### config.mk
export PLATFORM = sky130hd
export DESIGN_NAME = receive_ordered_set_flat
export DESIGN_NICKNAME = d
export VERILOG_FILES = /design/src/rtl/receive_ordered_set_if.sv /design/src/rtl/receive_ordered_set.sv /design/src/flat_wrapper.sv
export SDC_FILE = /design/constraint.sdc
export NUM_CORES = 1
export LEC_CHECK = 0
export CAP_MARGIN = 30
export CORE_UTILIZATION = 42
export DETAILED_ROUTE_END_ITERATION = 10
export HOLD_SLACK_MARGIN = 0.03
export PLACE_DENSITY_LB_ADDON = 0.1
export SLEW_MARGIN = 0
export SYNTH_ARGS = -nofsm -noshare
export SYNTH_HDL_FRONTEND = slang
export SYNTH_SLANG_ARGS = --single-unit
export TNS_END_PERCENT = 1
### constraint.sdc
create_clock -name CLK -period 5.2 [get_ports CLK]
set_input_delay 0.52 -clock CLK [delete_from_list [all_inputs] [get_ports CLK]]
set_output_delay 0.52 -clock CLK [all_outputs]
set_load 0.01 [all_outputs]
### src/rtl/receive_ordered_set_if.sv
// Code-group input and GMII-style receive output bundle for the
// receive ordered-set state machine.
interface receive_ordered_set_if;
    logic [7:0] rx_code;
    logic       rx_is_k;
    logic       rx_code_valid;
    logic       sync_status;
    logic [7:0] RXD;
    logic       RX_DV;
    logic       RX_ER;
    logic       receiving;
    logic       rx_even;

    // Receiver side: consumes code-groups, drives the data outputs
    modport slave (
        input  rx_code, rx_is_k, rx_code_valid, sync_status,
        output RXD, RX_DV, RX_ER, receiving, rx_even
    );

    // Source side: supplies code-groups, observes the data outputs
    modport master (
        output rx_code, rx_is_k, rx_code_valid, sync_status,
        input  RXD, RX_DV, RX_ER, receiving, rx_even
    );
endinterface

### src/rtl/receive_ordered_set.sv
// 1000BASE-X style receive ordered-set decoder. Consumes one decoded
// code-group per clock and produces registered RXD/RX_DV/RX_ER with one
// cycle of latency. rx_even is registered alongside the data, so it gives
// the parity of the code-group whose result is currently on RXD.
module receive_ordered_set #(
    parameter logic [7:0] K_COMMA = 8'hBC,
    parameter logic [7:0] D_IDLE2 = 8'h50,
    parameter logic [7:0] D_IDLE1 = 8'hC5,
    parameter logic [7:0] K_SOP   = 8'hFB,
    parameter logic [7:0] K_EOP   = 8'hFD,
    parameter logic [7:0] K_EXT   = 8'hF7
) (
    input  logic                  CLK,
    input  logic                  RESET,
    receive_ordered_set_if.slave  bus
);

    typedef enum logic [2:0] {
        LINK_FAILED,
        WAIT_FOR_K,
        RX_K,
        IDLE_D,
        RECEIVE,
        FALSE_CARRIER,
        TRI_RRI
    } state_t;

    state_t     r_state, w_state_nxt;
    logic [7:0] r_rxd, w_rxd_nxt;
    logic       r_dv, w_dv_nxt;
    logic       r_er, w_er_nxt;
    logic       r_recv, w_recv_nxt;
    logic       r_even;
    logic       r_ext_seen, w_ext_seen_nxt;

    logic       w_k_comma, w_k_sop, w_k_eop, w_k_ext;
    logic       w_data, w_idle_d, w_even_pos;

    assign w_k_comma = bus.rx_code_valid && bus.rx_is_k && (bus.rx_code == K_COMMA);
    assign w_k_sop   = bus.rx_code_valid && bus.rx_is_k && (bus.rx_code == K_SOP);
    assign w_k_eop   = bus.rx_code_valid && bus.rx_is_k && (bus.rx_code == K_EOP);
    assign w_k_ext   = bus.rx_code_valid && bus.rx_is_k && (bus.rx_code == K_EXT);
    assign w_data    = bus.rx_code_valid && !bus.rx_is_k;
    assign w_idle_d  = w_data && ((bus.rx_code == D_IDLE1) || (bus.rx_code == D_IDLE2));
    // Parity of the code-group being sampled now, before any comma realignment
    assign w_even_pos = !r_even;

    // Next-state and next-output decode for the sampled code-group
    always_comb begin
        w_state_nxt    = r_state;
        w_rxd_nxt      = 8'h00;
        w_dv_nxt       = 1'b0;
        w_er_nxt       = 1'b0;
        w_recv_nxt     = 1'b0;
        w_ext_seen_nxt = r_ext_seen;
        if (!bus.sync_status) begin
            // Losing sync mid-frame flags the truncated frame with one error cycle
            w_state_nxt    = LINK_FAILED;
            w_er_nxt       = r_dv;
            w_ext_seen_nxt = 1'b0;
        end else begin
            case (r_state)
                LINK_FAILED: w_state_nxt = WAIT_FOR_K;
                WAIT_FOR_K: begin
                    if (w_k_comma) w_state_nxt = RX_K;
                end
                RX_K: begin
                    w_state_nxt = w_idle_d ? IDLE_D : WAIT_FOR_K;
                end
                IDLE_D: begin
                    if (w_k_comma) begin
                        w_state_nxt = RX_K;
                    end else if (w_k_sop) begin
                        w_state_nxt = RECEIVE;
                        w_rxd_nxt   = 8'h55;
                        w_dv_nxt    = 1'b1;
                        w_recv_nxt  = 1'b1;
                    end else begin
                        w_state_nxt = FALSE_CARRIER;
                        w_rxd_nxt   = 8'h0E;
                        w_er_nxt    = 1'b1;
                        w_recv_nxt  = 1'b1;
                    end
                end
                RECEIVE: begin
                    if (w_data) begin
                        w_rxd_nxt  = bus.rx_code;
                        w_dv_nxt   = 1'b1;
                        w_recv_nxt = 1'b1;
                    end else if (w_k_eop) begin
                        w_state_nxt    = TRI_RRI;
                        w_recv_nxt     = 1'b1;
                        w_ext_seen_nxt = 1'b0;
                    end else if (w_k_comma) begin
                        // Early end: close the frame with a single error cycle
                        w_state_nxt = RX_K;
                        w_rxd_nxt   = bus.rx_code;
                        w_dv_nxt    = 1'b1;
                        w_er_nxt    = 1'b1;
                        w_recv_nxt  = 1'b1;
                    end else begin
                        w_rxd_nxt  = bus.rx_code;
                        w_dv_nxt   = 1'b1;
                        w_er_nxt   = 1'b1;
                        w_recv_nxt = 1'b1;
                    end
                end
                FALSE_CARRIER: begin
                    if (w_k_comma && w_even_pos) begin
                        w_state_nxt = RX_K;
                    end else begin
                        w_rxd_nxt  = 8'h0E;
                        w_er_nxt   = 1'b1;
                        w_recv_nxt = 1'b1;
                    end
                end
                TRI_RRI: begin
                    if (w_k_ext) begin
                        w_recv_nxt     = 1'b1;
                        w_ext_seen_nxt = 1'b1;
                    end else if (w_k_comma && r_ext_seen) begin
                        w_state_nxt = RX_K;
                    end else begin
                        // Malformed end-of-packet delimiter
                        w_state_nxt = WAIT_FOR_K;
                        w_rxd_nxt   = 8'h1F;
                        w_er_nxt    = 1'b1;
                    end
                end
                default: w_state_nxt = LINK_FAILED;
            endcase
        end
    end

    // State, output and parity registers; RESET wins over everything
    always_ff @(posedge CLK) begin
        if (RESET) begin
            r_state    <= LINK_FAILED;
            r_rxd      <= 8'h00;
            r_dv       <= 1'b0;
            r_er       <= 1'b0;
            r_recv     <= 1'b0;
            r_even     <= 1'b1;
            r_ext_seen <= 1'b0;
        end else begin
            r_state    <= w_state_nxt;
            r_rxd      <= w_rxd_nxt;
            r_dv       <= w_dv_nxt;
            r_er       <= w_er_nxt;
            r_recv     <= w_recv_nxt;
            r_even     <= w_k_comma ? 1'b1 : !r_even;
            r_ext_seen <= w_ext_seen_nxt;
        end
    end

    assign bus.RXD       = r_rxd;
    assign bus.RX_DV     = r_dv;
    assign bus.RX_ER     = r_er;
    assign bus.receiving = r_recv;
    assign bus.rx_even   = r_even;

endmodule
### src/flat_wrapper.sv
// flat-port wrapper written by rule: the top's interface ports become plain ports
module receive_ordered_set_flat 
#(
    parameter logic [7:0] K_COMMA = 8'hBC,
    parameter logic [7:0] D_IDLE2 = 8'h50,
    parameter logic [7:0] D_IDLE1 = 8'hC5,
    parameter logic [7:0] K_SOP   = 8'hFB,
    parameter logic [7:0] K_EOP   = 8'hFD,
    parameter logic [7:0] K_EXT   = 8'hF7
)
  (CLK, RESET, bus_rx_code, bus_rx_is_k, bus_rx_code_valid, bus_sync_status, bus_RXD, bus_RX_DV, bus_RX_ER, bus_receiving, bus_rx_even);
  receive_ordered_set_if bus_i ();
  input  logic CLK;
  input  logic RESET;
  input wire logic [$bits(bus_i.rx_code)-1:0] bus_rx_code;
  input wire logic [$bits(bus_i.rx_is_k)-1:0] bus_rx_is_k;
  input wire logic [$bits(bus_i.rx_code_valid)-1:0] bus_rx_code_valid;
  input wire logic [$bits(bus_i.sync_status)-1:0] bus_sync_status;
  output wire logic [$bits(bus_i.RXD)-1:0] bus_RXD;
  output wire logic [$bits(bus_i.RX_DV)-1:0] bus_RX_DV;
  output wire logic [$bits(bus_i.RX_ER)-1:0] bus_RX_ER;
  output wire logic [$bits(bus_i.receiving)-1:0] bus_receiving;
  output wire logic [$bits(bus_i.rx_even)-1:0] bus_rx_even;
  assign bus_i.rx_code = bus_rx_code;
  assign bus_i.rx_is_k = bus_rx_is_k;
  assign bus_i.rx_code_valid = bus_rx_code_valid;
  assign bus_i.sync_status = bus_sync_status;
  assign bus_RXD = bus_i.RXD;
  assign bus_RX_DV = bus_i.RX_DV;
  assign bus_RX_ER = bus_i.RX_ER;
  assign bus_receiving = bus_i.receiving;
  assign bus_rx_even = bus_i.rx_even;
  receive_ordered_set #(.K_COMMA(K_COMMA), .D_IDLE2(D_IDLE2), .D_IDLE1(D_IDLE1), .K_SOP(K_SOP), .K_EOP(K_EOP), .K_EXT(K_EXT)) u_core (.CLK(CLK), .RESET(RESET), .bus(bus_i));
endmodule
Yosys cells after proc, flatten, opt, wreduce, memory -nomap -nowiden:

Index checks and enable logic that the tools add are counted.
Widths: inputs -> output; s select.

* flip-flop bits (word level): 16
* input bits: 13

* eq/ne operators: 17
* multiplexer cells: 38
* bitwise logic cells: 1
* reductions and logical operators: 18

Operator list (number)
* $eq 8x8->1 const B: 5
* $mux 8: 4
* $pmux 8 s4: 1
* $pmux 3 s7: 1
* $mux 3: 6
* $mux 1: 17
* $eq 3x3->1 const B: 3
* $logic_and 1x1->1: 9
* $eq 8x7->1 const B: 1
* $pmux 1 s4: 2
* $mux 7: 1
* $eq 3x2->1 const B: 2
* $ne 2x1->1 const B: 3
* $mux 5: 1
* $mux 2: 2
* $mux 4: 1
* $ne 2x2->1 const B: 2
* $pmux 1 s2: 2
* $reduce_and 4->1: 1
* $reduce_or 2->1: 2
* $eq 3x1->1 const B: 1
* $logic_not 3->1: 1
* $reduce_and 3->1: 1
* $logic_not 1->1: 2
* other kinds (3): 3

Logic depth before layout (Yosys ltp):

* word-level depth: 7
* mapped depth: 6
* gate-level depth less buffers: 5

Worst setup path before layout:

No wires, ideal clock.

* path type: input -> register
* start: in bus_rx_code[6]
* end: reg u_core.r_er, in the netlist u_core.bus.RX_ER
* library setup time: 0.123 ns
* data arrival time: 2.050 ns
* path slack: 3.027 ns
* stages: 6
* path through: buf_6 > or4b_4 > or3_4 > o21a_1 > a2111oi_2 > o21ai_1

* longest elaborated chain between the ends: 7

Ends and longest elaborated chain
* from (decl): RTL line flat_wrapper.sv:15 `input wire logic [$bits(bus_i.rx_code)-1:0] bus_rx_code;`
* $eq 8x8->1: RTL line receive_ordered_set.sv:39 `assign w_k_comma = bus.rx_code_valid && bus.rx_is_k && (bus.rx_code == K_COMMA);`
* $logic_and 1x1->1: RTL line receive_ordered_set.sv:39
* $logic_and 1x1->1: RTL line receive_ordered_set.sv:121 `end else if (w_k_comma && r_ext_seen) begin`
* $mux 1: RTL line receive_ordered_set.sv:121
* $mux 1: RTL line receive_ordered_set.sv:118 `if (w_k_ext) begin`
* $pmux 1 s4 *: RTL line receive_ordered_set.sv:62 `case (r_state)`
* $mux 1 *: RTL line receive_ordered_set.sv:56 `if (!bus.sync_status) begin`
* to (signal assigned): RTL line receive_ordered_set.sv:149 `r_er <= w_er_nxt;`
* to (decl): RTL line receive_ordered_set.sv:31 `logic r_er, w_er_nxt;`

Mark *: on every way between the ends. The rest lies on a longest branch, timed or not.
A chain may end at the register's enable or synchronous reset.

Worst setup path in the final report:

* start: in bus_rx_code[4]
* end: reg u_core.r_er, in the netlist u_core.bus.RX_ER

The elaborated chain is that of the path after synthesis.

==> metrics.txt <==
status=finished, final reports clean; y dimension of the die=48.3 um; Detailed Route Iter0 Violations=28; total global routing track utilization=0.210; overall die width=48.3 um; hold path startpoint=u_core.bus.RX_DV; tightest slew margin relative to the limit=0.526; number of library cell types mapped by synthesis=37; number of iterations in the first detailed-routing pass=5; clock sinks=16; last weighted congestion value of the routability-driven placer=0.956; most common cell after layout, fill and taps aside=sky130_fd_sc_hd__clkdlybuf4s50_1; startpoint class of the critical path=primary input; post-route clock period utilization=0.506; average wire per cell in the routed design=13.2 um; cell chain of the critical path=clkdlybuf4s50_1 -> nand4_1 -> nor4b_1 -> a31oi_1 -> a2111oi_2 -> o21ai_1; Static Leakage=0.387 nW; number of cells traversed by the worst register-to-register path=5; Crit path largest cell delay=0.66 ns; number of global-route vias before repair=746; CTS tree=built; per-instance average area after synthesis=7.76 sq um; highest achievable clock rate=380 MHz; critical path peak fanout=8; register bit total from synthesis=16; initial core utilization=0.454; setup slack on the worst flop-to-flop path=3.38 ns; synthesized instance count=116; highest ir drop seen on vdd=0.000131 V; number of resized instances in the post-cts repair step=0; master cell of the clock root buffer=sky130_fd_sc_hd__clkbuf_4; maximum number of buffers from clock root to sink=2; number of port buffers=24; number of H-tree levels=1; CORE AREA=1980 sq um; via count=951; endpoint type of the worst setup path=register; Avg Vias per Cell=5.73; worst reg2reg startpoint=u_core.r_state[2]; placed wire-length estimate=1640 um; leading register cell type out of synthesis=sky130_fd_sc_hd__dfxtp_1; max-slew violation count=0; fraction of final layout cells with drive strength greater than 1=0.0719; slew at the pin closest to its max-slew limit=0.707 ns; Layout Utilization=0.597; total inserted antenna cells=0; Reg2Reg Capture Point=u_core.bus.RXD[2]; # Post-CTS Setup Buffers=0; Worst Hold Endpoint=u_core.bus.RX_ER; accumulated negative setup slack=0 ns; async set-reset flop share out of synthesis=0; Worst Hold Depth=2; Congestion Overflow GR=0; synthesis-to-finish area growth=31.4%; DRC=0; sum of routed wire length over all layers=2200 um; power density over the cells=197 nW/um^2; Synth Warn #=0; overall die area=2330 sq um; worst-path cell with the longest stage delay=sky130_fd_sc_hd__nor4b_1; final hold violation count=0; clock latency of the later-clocked register in the worst-skew pair=0.29 ns; cell area after synthesis=900 sq um; final critical-path required period=2.63 ns; worst setup path category=in2reg; initial antenna violation count=0; Hold Crit Class=reg2reg; total of endpoints with negative setup slack in the final report=0; clock transition at the registers of the reported paths=0.11 ns; Critical Path AT=2.82 ns; number of hold-repair buffers added at the cts stage=0; Max Cap Violations=0; required time of the critical path=5.39 ns; sequential share of the synthesized area=0.356; antenna viol nets, final=0; unrepaired setup endpoints after global routing=false; Ports=25; number of enable-type register cells in the synthesized netlist=0; net count reported at finish=153; first-pass GRT wire length=3360 um; maximum number of pins on one net before global-route repair=12; Worst Skew=0.0150 ns; nets in the synthesized netlist=129; leading cell types in the layout, fill and taps excluded=sky130_fd_sc_hd__clkdlybuf4s50_1, sky130_fd_sc_hd__nand2_1, sky130_fd_sc_hd__dfxtp_1; clock buffer count from CTS=3; number of rows in the core area=16
report_power, final:
part,total [W],switching (W),internal (W)
logic,0.0000244,0.0000116,0.0000127
clock network,0.0000835,0.0000409,0.0000426
registers,0.000124,0.00000108,0.000123
routing by layer:
layer	global-route usage	share of wire	vias to the layer above
met5	0	0	-
met4	0.122	0.032	0
met3	0.0259	0.067	8
met2	0.304	0.44	45
met1	0.296	0.46	428
li1	-	-	470
sequential cells by signal, summed over array words and instances (netlist names):
register              cells
u_core.bus.receiving      1
u_core.bus.RXD            8
u_core.r_ext_seen         1
u_core.r_state            3
u_core.bus.RX_DV          1
u_core.bus.rx_even        1
u_core.bus.RX_ER          1
layout make-up:
type	count	area [sq um]
timing repair buffer	24	240
clock buffer	4	36.3
tap	27	33.8
sequential	16	320
inverter	5	18.8
multi-input combinational	90	533
fill	185	800
worst max-delay path, delay by kind of cell:
kind | cells | cell delay [ns]
compound gates | 3 | 0.88
buf+inv | 1 | 0.52
simple gates | 2 | 0.90
per-stage QoR:
| stage | power [W] | area (sq um) | setup slack [ns] | hold WS, ns | cells |
|---|---|---|---|---|---|
| 6_report | 0.000232 | 1180 | 2.57 | 0.448 | 166 |
| 5_1_grt | 0.000243 | 1180 | 2.30 | 0.467 | 166 |
| 4_1_cts | 0.000235 | 1180 | 2.58 | 0.457 | 166 |
| 3_5_place_dp | 0.000151 | 1150 | 2.29 | 0.430 | 162 |
| 3_3_place_gp | 0.000151 | 1150 | 2.35 | 0.419 | 162 |
| 2_1_floorplan | 0.000138 | 900 | 3.03 | 0.452 | 116 |
cells in the mapped netlist, types with 3 or more instances:
library cell / instances / area share
sky130_fd_sc_hd__a21oi_1: 9 / 0.050
sky130_fd_sc_hd__a31oi_1: 6 / 0.042
sky130_fd_sc_hd__and2_1: 3 / 0.021
sky130_fd_sc_hd__clkbuf_1: 3 / 0.013
sky130_fd_sc_hd__dfxtp_1: 16 / 0.36
sky130_fd_sc_hd__inv_1: 5 / 0.021
sky130_fd_sc_hd__nand2_1: 17 / 0.071
sky130_fd_sc_hd__nand2b_1: 5 / 0.035
sky130_fd_sc_hd__nand3_1: 4 / 0.022
sky130_fd_sc_hd__nor2_1: 7 / 0.029
sky130_fd_sc_hd__nor3_1: 3 / 0.017
sky130_fd_sc_hd__o21ai_0: 5 / 0.028
cells by family (layout without fill, tap and decap cells):
kind of cell / Yosys count / count (layout) / synth area share
AND/OR/NAND/NOR: 56 / 56 / 0.341
AO/OA/AOI/OAI: 33 / 33 / 0.241
flip-flops: 16 / 16 / 0.356
buffers and inverters: 10 / 33 / 0.0515
multiplexers: 1 / 1 / 0.0111
worst max-delay path by stage:
stage,start,to,cells past startpoint
after detailed placement,bus_rx_code[4],u_core.bus.RX_ER,6
after floorplan,bus_rx_code[6],u_core.bus.RX_ER,6
after global routing,bus_rx_code[4],u_core.bus.RX_ER,6
after CTS,bus_rx_code[4],u_core.bus.RX_ER,6
final,bus_rx_code[4],u_core.bus.RX_ER,6
after global placement,bus_rx_code[6],u_core.bus.RXD[1],6
(Power assumes the default switching activity.)
